<file path="src/rtl/lif_sched_pkg.sv">
// Shared types, constants and helpers for the LIF spike scheduler.
// Holds the reset weight table, the grant-index width and a saturating adder.
package lif_sched_pkg;

    localparam int ID_W                = 3;
    localparam int NUM_DEFAULT_WEIGHTS = 3;

    localparam logic [7:0] DEFAULT_WEIGHTS [NUM_DEFAULT_WEIGHTS] = '{8'd5, 8'd4, 8'd3};

    // Reset weight for a given input index; indices past the table load zero.
    function automatic logic [7:0] default_weight(input int idx);
        case (idx)
            0:       return DEFAULT_WEIGHTS[0];
            1:       return DEFAULT_WEIGHTS[1];
            2:       return DEFAULT_WEIGHTS[2];
            default: return 8'd0;
        endcase
    endfunction

    // a + b clamped to 2^width-1 (width <= 16).
    function automatic logic [15:0] sat_add(input logic [15:0] a,
                                            input logic [15:0] b,
                                            input int          width);
        logic [16:0] sum;
        logic [16:0] lim;
        sum = {1'b0, a} + {1'b0, b};
        lim = (17'd1 << width) - 17'd1;
        if (sum > lim) begin
            return lim[15:0];
        end else begin
            return sum[15:0];
        end
    endfunction

endpackage

</file>
<file path="src/rtl/lif_rr_arbiter.sv">
// Combinational round-robin pick over the pending flags, starting at rr_ptr
// and searching upward with wrap-around.
module lif_rr_arbiter #(
    parameter int N    = 3,
    parameter int ID_W = 3
) (
    input  logic [N-1:0]    pending,
    input  logic [ID_W-1:0] rr_ptr,
    output logic            found,
    output logic [ID_W-1:0] winner
);

    logic            found_hi_s;
    logic            found_lo_s;
    logic            hit_hi_s;
    logic [ID_W-1:0] win_hi_s;
    logic [ID_W-1:0] win_lo_s;

    // Descending scan so the lowest qualifying index is the last one kept.
    always_comb begin
        found_hi_s = 1'b0;
        found_lo_s = 1'b0;
        hit_hi_s   = 1'b0;
        win_hi_s   = {ID_W{1'b0}};
        win_lo_s   = {ID_W{1'b0}};
        for (int j = N - 1; j >= 0; j--) begin
            hit_hi_s   = pending[j] && (ID_W'(j) >= rr_ptr);
            win_hi_s   = hit_hi_s ? ID_W'(j) : win_hi_s;
            found_hi_s = found_hi_s | hit_hi_s;
            win_lo_s   = pending[j] ? ID_W'(j) : win_lo_s;
            found_lo_s = found_lo_s | pending[j];
        end
        found  = found_hi_s | found_lo_s;
        winner = found_hi_s ? win_hi_s : win_lo_s;
    end

endmodule

</file>
<file path="src/rtl/lif_spike_scheduler.sv">
// Round-robin spike scheduler feeding one shared weighted-current accumulator.
// Define SCHED_DROP_CNT_EN to add the saturating drop_count output.
module lif_spike_scheduler
    import lif_sched_pkg::*;
#(
    parameter int N_INPUTS    = 3,
    parameter int W_WIDTH     = 4,
    parameter int CUR_WIDTH   = 4,
    parameter int ACC_WIDTH   = 8,
    parameter int TICK_CYCLES = 8
) (
    input  logic                 clk,
    input  logic                 reset,
    input  logic [N_INPUTS-1:0]  spike_in,
    input  logic                 cfg_we,
    input  logic [ID_W-1:0]      cfg_addr,
    input  logic [W_WIDTH-1:0]   cfg_wdata,
    output logic                 grant_valid,
    output logic [ID_W-1:0]      grant_id,
    output logic [CUR_WIDTH-1:0] current_out,
    output logic                 current_valid,
    output logic                 busy
`ifdef SCHED_DROP_CNT_EN
    ,
    output logic [7:0]           drop_count
`endif
);

    localparam int TICK_W = (TICK_CYCLES > 2) ? $clog2(TICK_CYCLES) : 1;
    localparam logic [ACC_WIDTH-1:0] CUR_MAX = ACC_WIDTH'((1 << CUR_WIDTH) - 1);

    logic [N_INPUTS-1:0]  pending_q, pending_d;
    logic [N_INPUTS-1:0]  gnt_mask_s;
    logic [ID_W-1:0]      rr_ptr_q, rr_ptr_d;
    logic [ID_W-1:0]      grant_id_q, grant_id_d;
    logic                 grant_valid_q, grant_valid_d;
    logic [ID_W-1:0]      winner_s;
    logic                 found_s;
    logic [W_WIDTH-1:0]   weight_q [N_INPUTS];
    logic [W_WIDTH-1:0]   weight_d [N_INPUTS];
    logic [W_WIDTH-1:0]   gnt_weight_s;
    logic [ACC_WIDTH-1:0] acc_q, acc_d, acc_grant_s;
    logic [TICK_W-1:0]    tick_cnt_q, tick_cnt_d;
    logic                 tick_last_s;
    logic [CUR_WIDTH-1:0] current_out_q, current_out_d;
    logic                 current_valid_q, current_valid_d;

    lif_rr_arbiter #(
        .N    (N_INPUTS),
        .ID_W (ID_W)
    ) u_arb (
        .pending (pending_q),
        .rr_ptr  (rr_ptr_q),
        .found   (found_s),
        .winner  (winner_s)
    );

    // Grant decode, pending update, pointer advance and weight writes.
    always_comb begin
        gnt_weight_s = {W_WIDTH{1'b0}};
        for (int j = 0; j < N_INPUTS; j++) begin
            gnt_mask_s[j] = found_s && (winner_s == ID_W'(j));
            gnt_weight_s  = gnt_weight_s | (weight_q[j] & {W_WIDTH{gnt_mask_s[j]}});
            // The grant reads weight_q, so a same-cycle write only affects later grants.
            weight_d[j]   = (cfg_we && (cfg_addr == ID_W'(j))) ? cfg_wdata : weight_q[j];
        end
        pending_d     = (pending_q & ~gnt_mask_s) | spike_in;
        grant_valid_d = found_s;
        if (found_s) begin
            grant_id_d = winner_s;
            if (winner_s == ID_W'(N_INPUTS - 1)) begin
                rr_ptr_d = {ID_W{1'b0}};
            end else begin
                rr_ptr_d = winner_s + ID_W'(1);
            end
        end else begin
            grant_id_d = grant_id_q;
            rr_ptr_d   = rr_ptr_q;
        end
    end

    // Accumulate the served weight and close the timestep on the last tick cycle.
    always_comb begin
        tick_last_s = (tick_cnt_q == TICK_W'(TICK_CYCLES - 1));
        if (found_s) begin
            acc_grant_s = ACC_WIDTH'(sat_add(16'(acc_q), 16'(gnt_weight_s), ACC_WIDTH));
        end else begin
            acc_grant_s = acc_q;
        end
        if (tick_last_s) begin
            tick_cnt_d      = {TICK_W{1'b0}};
            acc_d           = {ACC_WIDTH{1'b0}};
            current_valid_d = 1'b1;
            if (acc_grant_s > CUR_MAX) begin
                current_out_d = CUR_WIDTH'(CUR_MAX);
            end else begin
                current_out_d = acc_grant_s[CUR_WIDTH-1:0];
            end
        end else begin
            tick_cnt_d      = tick_cnt_q + TICK_W'(1);
            acc_d           = acc_grant_s;
            current_valid_d = 1'b0;
            current_out_d   = current_out_q;
        end
    end

    // State registers; reset drops pending events and any partial timestep.
    always_ff @(posedge clk) begin
        if (reset) begin
            pending_q       <= {N_INPUTS{1'b0}};
            rr_ptr_q        <= {ID_W{1'b0}};
            grant_id_q      <= {ID_W{1'b0}};
            grant_valid_q   <= 1'b0;
            acc_q           <= {ACC_WIDTH{1'b0}};
            tick_cnt_q      <= {TICK_W{1'b0}};
            current_out_q   <= {CUR_WIDTH{1'b0}};
            current_valid_q <= 1'b0;
            for (int j = 0; j < N_INPUTS; j++) begin
                weight_q[j] <= W_WIDTH'(default_weight(j));
            end
        end else begin
            pending_q       <= pending_d;
            rr_ptr_q        <= rr_ptr_d;
            grant_id_q      <= grant_id_d;
            grant_valid_q   <= grant_valid_d;
            acc_q           <= acc_d;
            tick_cnt_q      <= tick_cnt_d;
            current_out_q   <= current_out_d;
            current_valid_q <= current_valid_d;
            for (int j = 0; j < N_INPUTS; j++) begin
                weight_q[j] <= weight_d[j];
            end
        end
    end

    assign grant_valid   = grant_valid_q;
    assign grant_id      = grant_id_q;
    assign current_out   = current_out_q;
    assign current_valid = current_valid_q;
    assign busy          = |pending_q;

`ifdef SCHED_DROP_CNT_EN
    logic [7:0] drop_count_q, drop_count_d;
    logic [3:0] drop_num_s;
    logic [8:0] drop_sum_s;

    // A spike landing on a still-pending, ungranted input is lost.
    always_comb begin
        drop_num_s = 4'd0;
        for (int j = 0; j < N_INPUTS; j++) begin
            drop_num_s = drop_num_s + {3'b000, spike_in[j] & pending_q[j] & ~gnt_mask_s[j]};
        end
        drop_sum_s   = {1'b0, drop_count_q} + {5'b00000, drop_num_s};
        drop_count_d = drop_sum_s[8] ? 8'hFF : drop_sum_s[7:0];
    end

    // Drop counter register.
    always_ff @(posedge clk) begin
        if (reset) begin
            drop_count_q <= 8'd0;
        end else begin
            drop_count_q <= drop_count_d;
        end
    end

    assign drop_count = drop_count_q;
`endif

endmodule

</file>
<file path="config.mk">
export PLATFORM = sky130hd
export DESIGN_NAME = lif_spike_scheduler
export DESIGN_NICKNAME = d
export VERILOG_FILES = /design/src/rtl/lif_sched_pkg.sv /design/src/rtl/lif_rr_arbiter.sv /design/src/rtl/lif_spike_scheduler.sv
export SDC_FILE = /design/constraint.sdc
export NUM_CORES = 1
export LEC_CHECK = 0
export BUFFER_PORTS_ARGS = -buffer_cell sky130_fd_sc_hd__clkbuf_2
export CORE_MARGIN = 2
export CORE_UTILIZATION = 55
export DETAILED_ROUTE_END_ITERATION = 8
export GPL_TIMING_DRIVEN = 0
export HOLD_SLACK_MARGIN = 0.15
export PLACE_DENSITY_LB_ADDON = 0.08
export SLEW_MARGIN = 20
export SYNTH_ARGS = -nofsm -noshare
export SYNTH_HDL_FRONTEND = slang
export SYNTH_HIERARCHICAL = 1
export SYNTH_SLANG_ARGS = --single-unit
</file>
<file path="constraint.sdc">
create_clock -name clk -period 8.3 [get_ports clk]
set_clock_uncertainty 0.2 [all_clocks]
set_input_delay 1.66 -clock clk [delete_from_list [all_inputs] [get_ports clk]]
set_output_delay 1.66 -clock clk [all_outputs]
set_load 0.03 [all_outputs]
</file>
Yosys cells after proc, flatten, opt, wreduce, memory -nomap -nowiden
Memories as Yosys holds them, arrays and structs flattened.
Cells that the tools add are included.
W data, S select, Z words.
- $add $sub $neg: 3
- magnitude comparators: 5
- equality and inequality tests: 5
- multiplexer cells: 24
- bitwise logic cells: 16
- reduce and logical (&&, ||, !) cells: 13
- operators by type and width (cell ; count):
    $mux W4 ; 10
    $mux W3 ; 6
    $mux W8 ; 2
    $and A4 B4 Y4 ; 3
    $add A8 B4 Y9 ; 1
    $gt A9 B8 Y1 const B ; 1
    $logic_and A1 B1 Y1 ; 9
    $gt A8 B4 Y1 const B ; 1
    $or A1 B1 Y1 ; 8
    $or A4 B4 Y4 ; 2
    $add A3 B1 Y3 const B ; 2
    $eq A3 B1 Y1 const B ; 2
    $eq A3 B2 Y1 const B ; 2
    $ge A1 B3 Y1 const A ; 2
    $logic_not A3 Y1 ; 2
    $mux W1 ; 4
    $mux W2 ; 2
    $and A3 B3 Y3 ; 1
    $eq A3 B3 Y1 const B ; 1
    $ge A2 B3 Y1 const A ; 1
    $not A3 Y3 ; 1
    $or A3 B3 Y3 ; 1
    $reduce_or A3 Y1 ; 1
    $reduce_or A2 Y1 ; 1
- bits in registers: 26
- RAM bits: 12
- input bits: 13
- output and inout bits: 10
- logic and storage cells: 75
- memories kept: 1
- memory list (name ; depth ; bits a word ; read ports ; clocked after memory_dff ; write ports ; RTL line ; text):
    weight_q ; 3 ; 4 ; 3 ; 0 ; 3 ; lif_spike_scheduler.sv:39 ; logic [W_WIDTH-1:0] weight_q [N_INPUTS];

Depth between registers and ports, before layout
- word-level depth: 17
- depth in mapped cells: 15
- mapped depth without buffers: 14

Modules after synthesis
The synthesis kept the hierarchy.
- modules (own cells, without submodules) (module ; times used ; cells each ; area each (um^2) ; seq. area each (um^2)):
    lif_spike_scheduler ; 1 ; 201 ; 1851.8 ; 760.7
    lif_rr_arbiter ; 1 ; 10 ; 78.8 ; 0.0

Worst setup path after synthesis
Ideal clock, no wire load.
- kind: reg-to-reg
- start: reg rr_ptr_q[2]
- end: reg current_out_q[3], in the netlist current_out[3]
- setup time: 0.079 ns
- data arrival time: 3.172 ns
- required time: 8.021 ns
- setup slack: 4.849 ns
- stages on the path, launching flop included: 15
- path buffers: 1
- clock period less this slack: 3.451 ns
- cell sequence: dfxtp_1 > and4bb_2 > and4b_2 > clkbuf_1 > nor2b_1 > a21oi_1 > nor2_1 > ha_1 > inv_1 > fa_1 > and2b_1 > o221a_4 > mux2i_2 > nor4b_4 > a211oi_2
- elaborated cells on any way between the ends: 30
- those cells by class: add/sub: 1; order compare: 5; eq/ne: 2; mux: 7; bitwise: 8; reduce/logical: 7
- RTL lines (item ; RTL line ; text):
    start: declaration ; lif_spike_scheduler.sv:34 ; logic [ID_W-1:0] rr_ptr_q, rr_ptr_d;
    start signal: assignment ; lif_spike_scheduler.sv:111 ; rr_ptr_q <= {ID_W{1'b0}};
    start signal: assignment ; lif_spike_scheduler.sv:123 ; rr_ptr_q <= rr_ptr_d;
    $ge A1 B3 Y1 or $ge A2 B3 Y1 (tied branches) ; lif_rr_arbiter.sv:27 ; hit_hi_s = pending[j] && (ID_W'(j) >= rr_ptr);
    $logic_and A1 B1 Y1 ; lif_rr_arbiter.sv:27 ;
    $mux W3 or $or A1 B1 Y1 (tied branches) (2 in a row) ; lif_rr_arbiter.sv:28, lif_rr_arbiter.sv:29 ;
    $mux W3 (*) ; lif_rr_arbiter.sv:34 ; winner = found_hi_s ? win_hi_s : win_lo_s;
    named net winner_s[0] ; lif_spike_scheduler.sv:37 ; logic [ID_W-1:0] winner_s;
    $eq A3 B1 Y1 or $logic_not A3 Y1 (tied branches) ; lif_spike_scheduler.sv:62 ; gnt_mask_s[j] = found_s && (winner_s == ID_W'(j));
    $logic_and A1 B1 Y1 ; lif_spike_scheduler.sv:62 ;
    $and A4 B4 Y4 ; lif_spike_scheduler.sv:63 ; gnt_weight_s = gnt_weight_s | (weight_q[j] & {W_WIDTH{gnt_mask_s[j]}});
    $or A4 B4 Y4 ; lif_spike_scheduler.sv:63 ;
    $or A4 B4 Y4 (*) ; lif_spike_scheduler.sv:63 ;
    $add A8 B4 Y9 (*) ; lif_sched_pkg.sv:26 ; sum = {1'b0, a} + {1'b0, b};
    $gt A9 B8 Y1 ; lif_sched_pkg.sv:28 ; if (sum > lim) begin
    $mux W8 (*) ; lif_sched_pkg.sv:28 ;
    $mux W8 (*) ; lif_spike_scheduler.sv:85 ; if (found_s) begin
    $gt A8 B4 Y1 ; lif_spike_scheduler.sv:94 ; if (acc_grant_s > CUR_MAX) begin
    $mux W4 (*) ; lif_spike_scheduler.sv:94 ;
    end signal: assignment ; lif_spike_scheduler.sv:116 ; current_out_q <= {CUR_WIDTH{1'b0}};
    end signal: assignment ; lif_spike_scheduler.sv:128 ; current_out_q <= current_out_d;
    end: declaration ; lif_spike_scheduler.sv:45 ; logic [CUR_WIDTH-1:0] current_out_q, current_out_d;
The timed path passes the listed nets; every way through them passes the cells marked *.
A chain may end at the register's enable or synchronous reset.

Worst setup path in the final report
- start: reg rr_ptr_q[2]
- end: reg current_out_q[1], in the netlist current_out[1]
The elaborated chain is that of the path after synthesis.

==> impl_results.md <==
* Routed Antenna Nets at 0
* Final period utilization at 0.485
* Crit path time final at 4.03 ns
* Worst-path clk slew at 0.12 ns
* Routed via count at 1560
* Core Rows at 21
* Combinational power share at 0.166
* Initial antenna violation count at 0
* CP Launch Type: flip-flop
* Synth area leaders: dfxtp_1 39%, nor2_1 9.1%, mux2i_1 7.8%, ha_1 3.9%, nor2b_1 3.9%
* Slew headroom at 0.524
* Area growth, synth to finish at 14.2%
* CP cell instances: and4bb_2, and4b_2, clkbuf_1, nor2b_1, a21oi_1, nor2_1, ha_1, inv_1, fa_1, and2b_1, o22ai_2, nor2_1, nor2_1, a211oi_1
* Total Wirelength at 3.95 mm
* Die Span Y at 63.2 µm
* Primary FF master, synth: dfxtp_1
* Psw at 0.112 mW
* Unrepaired setup endpoints after global routing: false
* Post-place setup slack at 4.35 ns
* Nets at 260
* Clk Latency, worst-skew pair at 0.34 ns
* Routability cong. at 0.871
* Vias in the first global route at 1460
* Worst setup margin at 4.27 ns
* Post-synth EDFFs at 0
* Setup Viol. Count Final at 0
* Cell with the most instances after synthesis: nor2_1
* Yosys reg bits at 38
* Final Non-Filler Cells at 287
* FMAX at 248 MHz
* YS warnings at 6
* Die footprint at 4000 µm²
* Max Cap Viol at 0
* Post-CTS Hold Fix Bufs at 0
* Clock power frac at 0.369
* CTS Sinks at 38
* CTS max path bufs at 2
* Buf/Inv on CP at 2
* Gr ovfl total at 0
* Cells after Synth at 211
* Avg Inst Size Synth at 9.15 µm²
* Synth cell types at 46
* Global-route wire length before repair at 6.89 mm
* Peak supply drop at 0.113 mV
* CTS tree: yes
* Async set-reset flop share out of synthesis at 0
* Crit. End Element: flip-flop
* Status: complete, no violations
* Pwr Density at 194 nW/µm²
* Area leader, netlist: dfxtp_1
* DP Wirelength at 2.96 mm
* Synth top area share at 0.394
* Worst path most repeated cell: nor2_1
* Crit path DAT at 4.08 ns
* DR vias/cell at 5.44
* Hold Vio Cnt, Final at 0
* Crit path required time at 8.35 ns
* Crit Path Category: flip-flop to flip-flop
* Seq/Total Area, Yosys at 0.394
* Ant. Diodes at 0
* WL per Instance at 13.8 µm
* Syn Nets at 231
* Leak Pwr at 0.939 nW
* Drt pass-1 iters at 4
* Starting DRC count in detailed routing at 63
* Crit Path Max Fanout at 10
* Share of cells above drive strength 1 at 0.203
* Internal power at 0.316 mW
* Synth top cells by count: 47 x nor2_1, 38 x dfxtp_1, 15 x mux2i_1, 12 x a21oi_1, 12 x nor2b_1
* Core Area at 3360 µm²
* Fin util at 0.656
* H-tree depth at 2
* Largest net degree at the start of global routing at 14
* Fillcell total at 315
* CTS root buffer: clkbuf_4
* Die W at 63.2 µm
* Starting Density at 0.574
* Cell count after placement at 279
* Setup TNS Final at 0 ns
* Post-Syn Area at 1930 µm²
* Postcts setup bufs at 0
* Max incr delay on CP at 0.42 ns
* Slew Viols, Final at 0
* Sequential cell area at 761 µm²
* Tot GR Track Use at 0.215
* Register share of total power at 0.465
* Area of the multi-input gates at 1090 µm²
* Sw frac at 0.261
* CP top delay family: simple AND/OR/NAND/NOR gates
* Slew of the pin with the lowest slew margin at 0.712 ns
* # DRC at 0
* Cts repair resizes at 0
* I/O pin total at 23
* Worst hold path type: flip-flop to flip-flop
* CTS Buf Count at 5
* Slowest CP cell: nor2b_1
* Port Buffers at 22
final cells by class:
type | count | area share
Tap cell | 46 | 0.0261
Timing Repair Buffer | 22 | 0.0499
Clock buffer | 5 | 0.0170
Sequential cell | 38 | 0.345
Multi-Input combinational cell | 158 | 0.493
Buffer | 11 | 0.0306
Clock inverter | 3 | 0.0312
Inverter | 4 | 0.00681
worst paths after layout:
kind	start	endpoint	slack, ns	cells after the start
max	rr_ptr_q[2]	current_out[1]	4.27	14
min	tick_cnt_q[0]	tick_cnt_q[0]	0.23	1
max reg2reg	rr_ptr_q[2]	current_out[1]	4.27	14
min reg2reg	tick_cnt_q[0]	tick_cnt_q[0]	0.23	1
power by group through the flow:
stage	Clock [mW]	Combinational, mW	Sequential (mW)
2_1_floorplan	0	0.0505	0.205
5_1_grt	0.169	0.0790	0.201
4_1_cts	0.160	0.0709	0.199
6_report	0.158	0.0711	0.199
3_5_place_dp	0	0.0702	0.203
3_3_place_gp	0	0.0683	0.202
registers in the layout, summed over array words and instances, names as in the netlist:
name,flops
tick_cnt_q,3
acc_q,8
rr_ptr_q,3
current_out,4
current_valid,1
weight_q,12
grant_valid,1
grant_id,3
pending_q,3
logic make-up (layout without fill, tap and decap cells):
logic type      count (synthesis)  count (layout)  synth area share
simple gates                   91              91             0.257
compound gates                 39              39             0.152
flops                          38              38             0.394
mux                            16              16            0.0849
buf+inv                        15              45            0.0428
fa+ha+maj                       7               7            0.0493
xor+xnor                        4               4            0.0181
other cells                     1               1           0.00194
cell usage in the layout (no fill, tap or decap), types with 2 or more instances in the layout:
master | netlist | layout
a211oi_2 | 2 | 2
clkbuf_2 | 0 | 22
a211oi_1 | 8 | 8
dfxtp_1 | 38 | 38
nand2_1 | 7 | 7
nor2b_1 | 12 | 12
xor2_1 | 3 | 3
nor4bb_1 | 2 | 2
ha_1 | 6 | 6
inv_1 | 4 | 4
bufinv_16 | 0 | 2
clkbuf_4 | 0 | 5
buf_2 | 2 | 2
o21a_1 | 2 | 2
nor2_1 | 47 | 47
a211o_1 | 5 | 5
nor3b_1 | 2 | 2
a21oi_1 | 12 | 12
mux2i_1 | 15 | 15
clkbuf_8 | 2 | 2
clkbuf_1 | 6 | 6
and2_1 | 5 | 5
or3_1 | 3 | 3
o21ai_0 | 3 | 3
layer usage:
layer  global-route usage  vias up  routed length (µm)
met5                    0        -                   0
met4               0.0679        0                  27
met2                0.346       31                1890
met3               0.0518        4                 150
met1                0.286      733                1890
li1                     -      792                   -
worst reg2reg max path, delay by kind of cell, from the launching register on:
| family | cells | cell delay [ns] |
|---|---|---|
| AO/OA/AOI/OAI | 3 | 0.52 |
| adder cells (fa/ha/maj) | 2 | 0.63 |
| buffers and inverters | 2 | 0.41 |
| flip-flops | 1 | 0.39 |
| AND/OR/NAND/NOR | 7 | 1.79 |
metrics by stage:
stage	hold WS, ns	power (mW)	cell area (µm²)
finish	0.230	0.428	2200
global route	0.261	0.449	2200
CTS	0.234	0.430	2200
detailed placement	0.213	0.273	2100
global placement	0.206	0.270	2100
floorplan	0.199	0.255	1930
(Power assumes the default switching activity.)
